[src/rtl/cascade_slave_responder.sv]
// Slave-side responder for the 8259A cascade protocol.
//
// On the first INTA pulse it captures CASBus and compares it with this
// slave's ID. On a match it locks the acknowledged level and pulses isrSet.
// During the second INTA pulse it drives {vectorBase, ackLevel} onto the
// data bus. With AEOI set it also issues an automatic EOI.
//
// Ports:
//   clk, rst_n        system clock, asynchronous active-low reset
//   INTA_n            CPU acknowledge strobe (async, active low)
//   SPEN              0 = slave mode (active), 1 = master mode (idle)
//   CASBus            cascade ID driven by the master
//   slaveID           ICW3[2:0] of this slave
//   vectorBase        ICW2[7:3]
//   AEOI              automatic-EOI mode from ICW4
//   intPending        resolver has an unmasked pending request
//   interruptLocation highest-priority pending level
//   selected          this slave was addressed in the current sequence
//   isrSet            one-cycle pulse: set ISR / clear IRR for ackLevel
//   ackLevel          level locked for the current sequence
//   dataOut, dataOE   vector byte and its output enable
//   eoiPulse          one-cycle automatic EOI for ackLevel
module cascade_slave_responder #(
  parameter int unsigned GAP_TIMEOUT = 64,
  parameter int unsigned TO_W        = 7
) (
  input  logic       clk,
  input  logic       rst_n,
  input  logic       INTA_n,
  input  logic       SPEN,
  input  logic [2:0] CASBus,
  input  logic [2:0] slaveID,
  input  logic [4:0] vectorBase,
  input  logic       AEOI,
  input  logic       intPending,
  input  logic [2:0] interruptLocation,
  output logic       selected,
  output logic       isrSet,
  output logic [2:0] ackLevel,
  output logic [7:0] dataOut,
  output logic       dataOE,
  output logic       eoiPulse
);

  typedef enum logic [1:0] {StIdle, StAck1, StGap, StAck2} state_e;

  state_e          state_q, state_d;
  logic            s1_q, s2_q, s3_q;
  logic            fall, rise;
  logic            sel_q, sel_d;
  logic [2:0]      lvl_q, lvl_d;
  logic            spur_q, spur_d;
  logic [TO_W-1:0] cnt_q, cnt_d;
  logic            oe_q, oe_d;
  logic [7:0]      data_q, data_d;
  logic            isr_q, isr_d;
  logic            eoi_q, eoi_d;

  // INTA_n is asynchronous: two synchronizer flops plus one history flop.
  always_ff @(posedge clk or negedge rst_n) begin
    if (!rst_n) begin
      s1_q <= 1'b1;
      s2_q <= 1'b1;
      s3_q <= 1'b1;
    end else begin
      s1_q <= INTA_n;
      s2_q <= s1_q;
      s3_q <= s2_q;
    end
  end

  assign fall = s3_q & ~s2_q;
  assign rise = ~s3_q & s2_q;

  always_ff @(posedge clk or negedge rst_n) begin
    if (!rst_n) begin
      state_q <= StIdle;
      sel_q   <= 1'b0;
      lvl_q   <= 3'd0;
      spur_q  <= 1'b0;
      cnt_q   <= '0;
      oe_q    <= 1'b0;
      data_q  <= 8'd0;
      isr_q   <= 1'b0;
      eoi_q   <= 1'b0;
    end else begin
      state_q <= state_d;
      sel_q   <= sel_d;
      lvl_q   <= lvl_d;
      spur_q  <= spur_d;
      cnt_q   <= cnt_d;
      oe_q    <= oe_d;
      data_q  <= data_d;
      isr_q   <= isr_d;
      eoi_q   <= eoi_d;
    end
  end

  always_comb begin
    state_d = state_q;
    sel_d   = sel_q;
    lvl_d   = lvl_q;
    spur_d  = spur_q;
    cnt_d   = cnt_q;
    oe_d    = oe_q;
    data_d  = data_q;
    isr_d   = 1'b0;
    eoi_d   = 1'b0;

    if (state_q != StIdle && SPEN) begin
      // Switched to master mode mid-sequence: drop everything quietly.
      state_d = StIdle;
      sel_d   = 1'b0;
      lvl_d   = 3'd0;
      spur_d  = 1'b0;
      cnt_d   = '0;
      oe_d    = 1'b0;
      data_d  = 8'd0;
    end else begin
      unique case (state_q)
        StIdle: begin
          cnt_d = '0;
          if (fall && !SPEN) begin
            state_d = StAck1;
            sel_d   = (CASBus == slaveID);
            if (CASBus == slaveID) begin
              if (intPending) begin
                lvl_d  = interruptLocation;
                spur_d = 1'b0;
                isr_d  = 1'b1;
              end else begin
                // Request vanished before the acknowledge: spurious level 7.
                lvl_d  = 3'd7;
                spur_d = 1'b1;
              end
            end else begin
              lvl_d  = 3'd0;
              spur_d = 1'b0;
            end
          end
        end
        StAck1: begin
          if (rise) begin
            state_d = StGap;
            cnt_d   = '0;
          end
        end
        StGap: begin
          if (fall) begin
            state_d = StAck2;
            if (sel_q) begin
              oe_d   = 1'b1;
              data_d = {vectorBase, lvl_q};
            end
          end else if (cnt_q == TO_W'(GAP_TIMEOUT - 1)) begin
            // Second INTA never came: abandon the sequence.
            state_d = StIdle;
            sel_d   = 1'b0;
            lvl_d   = 3'd0;
            spur_d  = 1'b0;
            cnt_d   = '0;
          end else begin
            cnt_d = cnt_q + TO_W'(1);
          end
        end
        StAck2: begin
          if (rise) begin
            state_d = StIdle;
            oe_d    = 1'b0;
            data_d  = 8'd0;
            sel_d   = 1'b0;
            eoi_d   = sel_q & AEOI & ~spur_q;
          end
        end
        default: state_d = StIdle;
      endcase
    end
  end

  assign selected = sel_q;
  assign isrSet   = isr_q;
  assign ackLevel = lvl_q;
  assign dataOut  = data_q;
  assign dataOE   = oe_q;
  assign eoiPulse = eoi_q;

endmodule

[config.mk]
export PLATFORM = sky130hd
export DESIGN_NAME = cascade_slave_responder
export DESIGN_NICKNAME = d
export VERILOG_FILES = /design/src/rtl/cascade_slave_responder.sv
export SDC_FILE = /design/constraint.sdc
export NUM_CORES = 1
export LEC_CHECK = 0
export ABC_AREA = 1
export BUFFER_PORTS_ARGS = -buffer_cell sky130_fd_sc_hd__buf_4
export CAP_MARGIN = 40
export CORE_ASPECT_RATIO = 1.25
export CORE_MARGIN = 1
export CORE_UTILIZATION = 45
export CTS_CLUSTER_SIZE = 8
export DETAILED_ROUTE_END_ITERATION = 8
export GPL_TIMING_DRIVEN = 1
export HOLD_SLACK_MARGIN = 0.03
export MAX_ROUTING_LAYER = met4
export PLACE_DENSITY = 0.69
export RECOVER_POWER = 50
export SYNTH_ARGS = -nofsm -noshare
export SYNTH_HDL_FRONTEND = slang
export SYNTH_SLANG_ARGS = --single-unit
[constraint.sdc]
create_clock -name clk -period 3.9 [get_ports clk]
set_input_delay 0.195 -clock clk [delete_from_list [all_inputs] [get_ports clk]]
set_output_delay 0.195 -clock clk [all_outputs]
set_load 0.05 [all_outputs]
=== After elaboration in Yosys (flattened, before gate mapping) ===
Index checks and enable logic that the tools add are counted.

* Output and inout bits: 15
* Bits in registers: 28
* Logic and storage cells: 94
* Input port bits: 20

* $add $sub $neg: 1
* Muxes and demuxes: 47
* Bitwise operators: 7
* Reductions and logical operators: 14
* Equal/unequal tests: 13

{| class="wikitable"
|+ Operator list
! kind !! count
|-
| $mux W8 || 4
|-
| $mux W7 || 4
|-
| $ne A3 B3 Y1 const B || 7
|-
| $pmux W7 S3 || 1
|-
| $mux W1 || 20
|-
| $mux W3 || 6
|-
| $pmux W8 S2 || 1
|-
| $mux W2 || 6
|-
| $reduce_and A4 Y1 || 3
|-
| $pmux W2 S4 || 1
|-
| $reduce_bool A4 Y1 || 2
|-
| $add A7 B1 Y7 const B || 1
|-
| $eq A7 B6 Y1 const B || 1
|-
| $pmux W3 S2 || 1
|-
| $reduce_bool A3 Y1 || 2
|-
| $reduce_and A5 Y1 || 1
|-
| $and A1 B1 Y1 || 4
|-
| $eq A2 B2 Y1 const B || 2
|-
| $ne A4 B4 Y1 const B || 1
|-
| $pmux W1 S2 || 2
|-
| $eq A3 B3 Y1 || 1
|-
| $not A1 Y1 || 3
|-
| $pmux W1 S3 || 1
|-
| $reduce_and A3 Y1 || 1
|-
| other kinds (5) || 6
|}

=== Depth between registers and ports, before layout ===
Gate-level depths: netlist (run 1).

* Word-level depth: 6
* Mapped depth: 9
* Mapped depth without buffers: 9

=== Worst setup path before layout (run 1) ===
No wires, ideal clock.

* Kind: reg-to-reg
* From: reg s3_q
* To: reg data_q[0] (netlist: dataOut[0])
* Path slack: 2.632 ns
* Stages on the path, launching flop included: 8
* Library setup time: 0.129 ns
* Data arrival time: 1.139 ns
* Path buffers: 0
* Period minus slack after synthesis: 1.268 ns
* Required time: 3.771 ns
* Cells stage by stage: dfstp_2 > inv_1 > nor2_1 > nand2_1 > nand2_1 > nand3_2 > nand2_1 > o21ai_0

* Word-level cells in the longest chain between the ends: 4
* Elaborated cells on any way between the ends: 6
* Those cells by class: 2 x eq/ne; 3 x bitwise; 1 x reduce/logical

{| class="wikitable"
|+ RTL lines
! what !! RTL line !! text
|-
| from (decl) || 48 || <nowiki>logic s1_q, s2_q, s3_q;</nowiki>
|-
| from (signal assigned) || 68 || <nowiki>s3_q <= s2_q;</nowiki>
|-
| $not A1 Y1 || 73 || <nowiki>assign rise = ~s3_q & s2_q;</nowiki>
|-
| $and A1 B1 Y1 || 73 ||
|-
| $ne A3 B3 Y1 (no source line) || -- ||
|-
| $reduce_and A4 Y1 (no source line) (*) || -- ||
|-
| to (signal assigned) || 93 || <nowiki>data_q <= data_d;</nowiki>
|-
| to (decl) || 55 || <nowiki>logic [7:0] data_q, data_d;</nowiki>
|}

Mark *: on every way between the ends. The rest lies on a longest branch, timed or not.
A chain may end at the register's enable or synchronous reset.

==> results_dict.tcl, run 1 <==
set metrics [dict create \
    grt-ovfl-total 0 \
    io_buffers 34 \
    use_met2 0.3391 \
    cp_top_family "buffers and inverters" \
    stdcell_area_um2 1864 \
    min_period_ns 1.639 \
    max_slew_margin 0.02816 \
    ir_drop_uv 241.6 \
    syn_to_final_growth_pct 25.11 \
    num_vias 1360 \
    wl_um 3026 \
    vias_per_cell 4.789 \
    final_common_cell "nand2_1" \
    cp_cell_sequence "dlygate4sd3_1 -> clkbuf_1" \
    crit_buf_inv 2 \
    die_h_um 66.34 \
    grtUsageMet1 0.2171 \
    drtIter0Drc 42 \
    cp_max_fo 28 \
    synthesis.area_um2 1490 \
    clk_pin_slew_ns 0.09 \
    worstMarginPinSlew_ns 1.458 \
    grt_setup_unrepaired "false" \
    ctsResizeCount 0 \
    cts_buffer_depth 2 \
    synth.avg_cell_area_um2 7.199 \
    yosysUniqueCellTypes 18 \
    cts_buffers 3 \
    gr-usage-met3 0.02069 \
    remaining_drc_errors 0 \
    yosys_warnings 0 \
    postCtsSetupRepairBufs 0 \
    cp-end-kind "asynchronous set/reset pin" \
    io_pins 35 \
    powerDensity_nw_per_um2 457.0 \
    rows 23 \
    maxCapViolCount 0 \
    slowest_stage "clkbuf_1" \
    drive_gt1_frac 0.1741 \
    finalSetupTns_ns 0 \
    synth_seq_cells 28 \
    nNetsFinal 269 \
    clock_skew_ns 0.001274 \
    period_share 0.4203 \
    final-setup-viol-count 0 \
    cpPeakStageDelay_ns 1.06 \
    dpl.hpwl_um 2304 \
    postCtsHoldBufs 2 \
    slew_violations 0 \
    grt_most_used_layer "met2" \
    grt_pass1_wl_um 4830 \
    syn_nets 228 \
    n_antenna_cell 0 \
    fillerInstances 311 \
    core_um2 3194 \
    status "finished clean" \
    numClockSinks 28 \
    cp.arrival_ns 1.78 \
    clkLatencyLatePin_ns 0.27 \
    first_pass_iters 5 \
    cp.required_ns 4.04 \
    layout_common_cells "nand2_1, inv_1, buf_4, dfrtp_1, nor2_1" \
    drtAntennaViolNets 0 \
    grt_pass1_vias 1185 \
    placedInstanceArea_um2 1792 \
    clock.fmax_mhz 610.0 \
    ys_seq_area_frac 0.4727 \
    dieWidth_um 53.47 \
    routedWlPerCell_um 10.65 \
    cts_tree "done" \
    hold_class "in2reg" \
    start_kind "input pin" \
    antenna_found_initial 0 \
    track_usage 0.1890 \
    grt_start_max_net_pins 29 \
    start_util 0.4665 \
    htree_num_levels 1 \
    cts_root_buffer "clkbuf_8" \
    worst-setup-path-type "in2async" \
    leakage_nw 1.049 \
    gp_congestion 0.8787 \
    dieArea_um2 3547 \
    utilization 0.5836 \
    hold_violations 0 \
    syn_inst 207 \
]
## synth_stat cells
library cell / count / area (um^2)
a21oi_1: 2 / 10.01
dfrtp_1: 25 / 625.6
dfstp_2: 3 / 78.83
ha_1: 1 / 12.51
inv_1: 36 / 135.1
inv_2: 1 / 3.750
nand2_1: 74 / 277.8
nand3_1: 14 / 70.07
nand3_2: 2 / 20.02
nand3b_1: 1 / 7.510
nand4_1: 8 / 50.05
nor2_1: 19 / 71.32
nor2_2: 1 / 6.260
nor2_4: 2 / 22.52
nor4_1: 2 / 12.51
o21ai_0: 13 / 65.06
or2_2: 2 / 12.51
xnor2_1: 1 / 8.760
## tightest hold or removal path, cell delays in order
cell and delay [ns]:
buf_4 0.08, nor2_1 0.03, nand2_1 0.04, nand2_1 0.04
## worst paths after layout
kind	depth (start not counted)	slack, ns	start	to
max reg2reg	7	2.38	s3_q	dataOut[0]
max in group clk	7	2.38	s3_q	dataOut[0]
min in group asynchronous	2	0.79	rst_n	dataOut[4]
max	2	2.26	rst_n	selected
min	4	0.15	intPending	spur_q
min reg2reg	0	0.37	s1_q	s2_q
## per-layer routing
metal / vias to the layer above / part of all wire
met2: 26 / 0.54
met4: 0 / 0.0099
met3: 2 / 0.025
met1: 612 / 0.43
met5: - / 0
li1: 720 / -
## report_power, final
group	internal, mW	leakage (nW)	switching (mW)	total (mW)
combinational	0.0877	0.637	0.200	0.288
sequential	0.314	0.377	0.0238	0.338
clock	0.137	0.0357	0.0885	0.226
## area by class of cell
class	instances	area [um^2]	area share
timing repair buffer	36	256.5	0.1376
clock inverter	1	30.03	0.01611
tap	37	46.29	0.02483
sequential	28	704.4	0.3779
clock buffer	3	41.29	0.02215
multi-input combinational	142	646.9	0.3470
inverter	37	138.9	0.07450
## metrics by stage
stage                     std cells  total power [mW]  setup slack [ns]  hold WS (ns)
after CTS                       284            0.8597             2.373        0.1510
after floorplan                 207            0.5457             2.632       -0.1006
after global routing            284            0.9068             1.886        0.1660
final                           284            0.8520             2.261        0.1534
after detailed placement        278            0.6300             2.423        0.1331
after global placement          278            0.6292             2.445        0.1337
## state kept, by name, summed over array words and instances, names as in the netlist
name	flops
dataOut	8
cnt_q	7
ackLevel	3
state_q	2
dataOE	1
eoiPulse	1
isrSet	1
s1_q	1
s2_q	1
s3_q	1
selected	1
spur_q	1
## kinds of logic (layout without fill, tap and decap cells)
logic type	after synthesis	count (layout)	synth area share
buffers and inverters	37	77	0.09320
AND/OR/NAND/NOR	125	125	0.3694
AO/OA/AOI/OAI	15	15	0.05038
adder cells (fa/ha/maj)	1	1	0.008395
flip-flops	28	28	0.4727
XOR/XNOR	1	1	0.005878
No activity file was read; power rests on OpenSTA's default activity.
==> run 2: changes to the inputs <==
--- a/config.mk
+++ b/config.mk
@@ -16,7 +16,7 @@
 export GPL_TIMING_DRIVEN = 1
 export HOLD_SLACK_MARGIN = 0.03
 export MAX_ROUTING_LAYER = met4
-export PLACE_DENSITY = 0.69
+export PLACE_DENSITY = 0.71
 export RECOVER_POWER = 50
 export SYNTH_ARGS = -nofsm -noshare
 export SYNTH_HDL_FRONTEND = slang
==> constraint.sdc (replaced) <==
create_clock -name clk -period 1.5 [get_ports clk]
set_input_delay 0.075 -clock clk [delete_from_list [all_inputs] [get_ports clk]]
set_output_delay 0.075 -clock clk [all_outputs]
set_load 0.05 [all_outputs]
==> results_dict.tcl, run 2 (synthesis results as in run 1) <==
set metrics [dict create \
    status "finished clean" \
    hold_class "in2reg" \
    num_vias 1415 \
    leakage_nw 1.087 \
    clock.fmax_mhz 719.8 \
    first_pass_iters 4 \
    min_from "vectorBase[2]" \
    start_util 0.4665 \
    seqPwrFrac 0.381 \
    reg2reg_to "cnt_q[4]" \
    cts_root_buffer "clkbuf_8" \
    largest_register_ffs 8 \
    period_share 0.9262 \
    cp-end-kind "register" \
    die_h_um 66.34 \
    worstMarginPinSlew_ns 0.6824 \
    cts_tree "done" \
    r2r_cells 7 \
    start_kind "register" \
    drtAntennaViolNets 0 \
    numClockSinks 28 \
    timing.rr.start "s2_q" \
    seqCellArea_um2 705.7 \
    clk_pin_slew_ns 0.09 \
    clock_skew_ns 0.003219 \
    routedWlPerCell_um 10.78 \
    cts_buffers 3 \
    max_slew_margin 0.5451 \
    timing.final.ws_setup_ns 0.1107 \
    worst-setup-path-type "reg2reg" \
    r2r_slack_ns 0.11 \
    vias_per_cell 4.846 \
    ir_drop_uv 639.2 \
    maxCapViolCount 0 \
    remaining_drc_errors 0 \
    wl_um 3149 \
    grt_start_max_net_pins 29 \
    slew_violations 0 \
    hold_depth 3 \
    layout_common_cells "nand2_1, inv_1, buf_4, dfrtp_1, nor2_1" \
    internal_power_mw 1.466 \
    drive_gt1_frac 0.2431 \
    grt-ovfl-total 0 \
    switchingPower_uw 835.2 \
    final_common_cell "nand2_1" \
    io_pins 35 \
    grt_pass1_vias 1262 \
    swShare 0.3630 \
    track_usage 0.1984 \
    nNetsFinal 277 \
    cp_max_fo 7 \
    gp_congestion 0.8840 \
    multi_input_area_um2 684.4 \
    dieWidth_um 53.47 \
    io_buffers 34 \
    powerDensity_nw_per_um2 1168 \
    dpl.hpwl_um 2432 \
    dieArea_um2 3547 \
    cp.required_ns 1.66 \
    drtIter0Drc 24 \
    syn_to_final_growth_pct 32.16 \
    place_ws_ns 0.03408 \
    rows 23 \
    core_um2 3194 \
    cts_buffer_depth 2 \
    clkLatencyLatePin_ns 0.27 \
    cp.arrival_ns 1.55 \
    grt_pass1_wl_um 4968 \
    antenna_found_initial 0 \
    hold_violations 0 \
    htree_num_levels 1 \
    fillerInstances 289 \
    combPwrFrac 0.364 \
    final-setup-viol-count 0 \
    min_period_ns 1.389 \
    whs_ns 0.05202 \
    n_antenna_cell 0 \
    min_to "dataOut[5]" \
    clkPwrFrac 0.255 \
]
-- run 2: cell types whose count changed in the layout (fill, tap and decap cells not counted), moves of 2 or more --
cell           before  now
buf_4              28   34
nand2_1            74   70
nand2_2             0    4
dlygate4sd3_1       2    4
inv_1              36   34
inv_2               1    3
nand3_1            14   12
o21ai_0            13   11
o21ai_1             0    2
-- run 2: worst max path at each step --
stage	depth (start not counted)	end	from
floorplan	7	dataOut[0]	s3_q
global placement	7	dataOut[2]	s3_q
detailed placement	7	dataOut[3]	s3_q
CTS	4	dataOut[3]	s3_q
global route	8	ackLevel[1]	cnt_q[1]
finish	7	cnt_q[4]	s2_q
-- run 2: cell type report --
type | count | share of cell area
Clock buffer | 3 | 0.02097
Clock inverter | 1 | 0.01525
Inverter | 37 | 0.07052
Multi-Input combinational cell | 142 | 0.3475
Sequential cell | 28 | 0.3583
Tap cell | 37 | 0.02351
Timing Repair Buffer | 44 | 0.1639
-- run 2: through the flow --
stage / instances / total power [mW] / area, um^2 / TNS, ns / utilization
floorplan: 207 / 1.419 / 1490 / 0 / -
global placement: 283 / 1.678 / 1829 / 0 / 0.5727
detailed placement: 283 / 1.684 / 1829 / 0 / 0.5727
CTS: 290 / 2.293 / 1931 / 0 / 0.6044
global route: 292 / 2.456 / 1969 / -0.01417 / 0.6165
finish: 292 / 2.301 / 1969 / 0 / 0.6165
-- run 2: power groups by stage --
stage | registers [mW] | logic, mW | clock network, mW
6_report | 0.876 | 0.837 | 0.588
5_1_grt | 0.885 | 0.928 | 0.643
4_1_cts | 0.869 | 0.811 | 0.613
3_5_place_dp | 0.884 | 0.800 | 0
3_3_place_gp | 0.883 | 0.795 | 0
2_1_floorplan | 0.970 | 0.449 | 0
-- run 2: repair_timing --
item                                   in CTS  in global routing
endpoints found under the hold margin      30                  1
setup endpoints to repair                   0                 15
setup buffers                               0                  1
hold buffers                                3                  1
resized for setup                           0                 15
-- run 2: routing by layer --
layer,part of all wire,vias up,global-route usage
met1,0.44,644,0.2106
met2,0.52,24,0.3547
met4,0.017,0,0.07895
met3,0.023,5,0.03218
li1,-,742,-
met5,0,-,-
-- run 2: critical path, stage by stage (launching register included) --
cell,delay [ns]
dfstp_2,0.61
inv_1,0.07
nand2_1,0.11
a21oi_1,0.11
nor2_4,0.17
inv_2,0.08
nand2_1,0.05
o21ai_0,0.07
==> run 3: changes to the inputs <==
--- a/config.mk
+++ b/config.mk
@@ -18,6 +18,7 @@
 export MAX_ROUTING_LAYER = met4
 export PLACE_DENSITY = 0.71
 export RECOVER_POWER = 50
+export SETUP_SLACK_MARGIN = 0.2
 export SYNTH_ARGS = -nofsm -noshare
 export SYNTH_HDL_FRONTEND = slang
 export SYNTH_SLANG_ARGS = --single-unit
==> results_dict.tcl, run 3 (synthesis results as in run 1) <==
set metrics [dict create \
    status "finished clean" \
    reg2reg_to "cnt_q[1]" \
    maxCapViolCount 0 \
    fillerInstances 282 \
    remaining_drc_errors 0 \
    drive_gt1_frac 0.3156 \
    r2r_cells 7 \
    timing.rr.start "s2_q" \
    n_antenna_cell 0 \
    slew_violations 0 \
    core_um2 3194 \
    grt_pass1_wl_um 5319 \
    slowest_stage "dfstp_1" \
    min_to "dataOut[7]" \
    cp_common_cell "nand2_1" \
    period_share 0.8994 \
    clock_skew_ns 0.001661 \
    cp_max_fo 7 \
    grt_pass1_vias 1329 \
    rows 23 \
    start_util 0.4665 \
    track_usage 0.2118 \
    drtAntennaViolNets 0 \
    multi_input_area_um2 754.5 \
    dieArea_um2 3547 \
    finalSetupTns_ns 0 \
    cts_buffers 3 \
    hold_class "in2reg" \
    gp_congestion 0.8840 \
    die_h_um 66.34 \
    min_period_ns 1.349 \
    cp-end-kind "register" \
    fin_cells 300 \
    cp_cell_sequence "inv_1 -> nand2_2 -> a21oi_2 -> nor2_4 -> inv_2 -> nand2_1 -> nand2_1" \
    cp.arrival_ns 1.52 \
    nNetsFinal 285 \
    antenna_found_initial 0 \
    drtIter0Drc 20 \
    wl_um 3407 \
    clk_pin_slew_ns 0.10 \
    cts_tree "done" \
    vias_per_cell 4.807 \
    syn_to_final_growth_pct 40.55 \
    max_slew_margin 0.5419 \
    htree_num_levels 1 \
    cp_top_family "flip-flops" \
    first_pass_iters 4 \
    ir_drop_uv 656.0 \
    clock.fmax_mhz 741.2 \
    cts_root_buffer "clkbuf_8" \
    numClockSinks 28 \
    seqCellArea_um2 705.7 \
    dpl.hpwl_um 2432 \
    cp.required_ns 1.67 \
    routedWlPerCell_um 11.36 \
    num_vias 1442 \
    io_pins 35 \
    final_common_cell "nand2_1" \
    clkLatencyLatePin_ns 0.27 \
    grt_setup_unrepaired "true" \
    hold_violations 0 \
    worstMarginPinSlew_ns 0.6871 \
    io_buffers 34 \
    min_from "vectorBase[4]" \
    cts_buffer_depth 2 \
    dpl.cell_count 283 \
    grt_start_max_net_pins 29 \
    leakage_nw 1.132 \
    grt-ovfl-total 0 \
    powerDensity_nw_per_um2 1164 \
    largest_register_ffs 8 \
    layout_common_cells "nand2_1, buf_4, inv_1, dfrtp_1, nor2_1" \
    worst-setup-path-type "reg2reg" \
    final-setup-viol-count 0 \
    start_kind "register" \
    r2r_slack_ns 0.15 \
    dieWidth_um 53.47 \
    hold_depth 3 \
    crit_buf_inv 2 \
    cpPeakStageDelay_ns 0.60 \
]
==> run 3: cell count changes in the layout (fill, tap and decap cells not counted), sizes merged <==
cell,before,now
buf,34,40
dlygate4sd3,4,5
nand3,16,17
==> run 3: worst max-delay path by stage <==
stage	endpoint	from	cells past startpoint	slack (ns)
floorplan	dataOut[0]	s3_q	7	0.23
global placement	dataOut[2]	s3_q	7	0.08
detailed placement	dataOut[3]	s3_q	7	0.03
CTS	cnt_q[4]	s2_q	7	0.15
global route	cnt_q[2]	s2_q	7	0.04
finish	cnt_q[1]	s2_q	7	0.15
==> run 3: per-layer routing <==
metal / global-route usage / share of wire / up-vias
met5: - / 0 / -
met2: 0.3719 / 0.53 / 19
met1: 0.2350 / 0.44 / 660
li1: - / - / 761
met3: 0.03218 / 0.019 / 2
met4: 0.07895 / 0.0088 / 0
==> run 3: area by class of cell <==
| cell class | count | share of cell area |
|---|---|---|
| Clock buffer | 3 | 0.01971 |
| Sequential cell | 28 | 0.3369 |
| Multi-Input combinational cell | 143 | 0.3602 |
| Timing Repair Buffer | 51 | 0.1804 |
| Clock inverter | 1 | 0.01434 |
| Inverter | 37 | 0.06631 |
| Tap cell | 37 | 0.02210 |
==> run 3: report_power, final <==
group,switching [mW],internal (mW)
combinational,0.621,0.347
clock,0.235,0.357
sequential,0.0576,0.819
total,0.914,1.52
==> run 3: worst min-delay path, cell delays in order <==
cell	delay, ns
buf_4	0.10
inv_1	0.04
o21ai_1	0.06
==> run 3: what timing repair did <==
| item | CTS | global route |
|---|---|---|
| hold buffers | 3 | 2 |
| setup endpoints to repair | 23 | 23 |
| hold endpoints to repair | 30 | 2 |
| setup buffers | 5 | 2 |
| cloned | 1 | 0 |
| pin swaps | 6 | 15 |
| resized for setup | 22 | 19 |
==> run 3: stage by stage <==
step	setup WS (ns)	util	power (mW)	hold WS, ns	instance area [um^2]
final	0.1509	0.6557	2.438	0.03734	2095
after global placement	0.07776	0.5727	1.678	0.01007	1829
after CTS	0.1543	0.6361	2.389	0.03041	2032
after global routing	0.03885	0.6557	2.593	0.04423	2095
after detailed placement	0.03408	0.5727	1.684	0.01207	1829
after floorplan	0.2321	-	1.419	-0.2206	1490
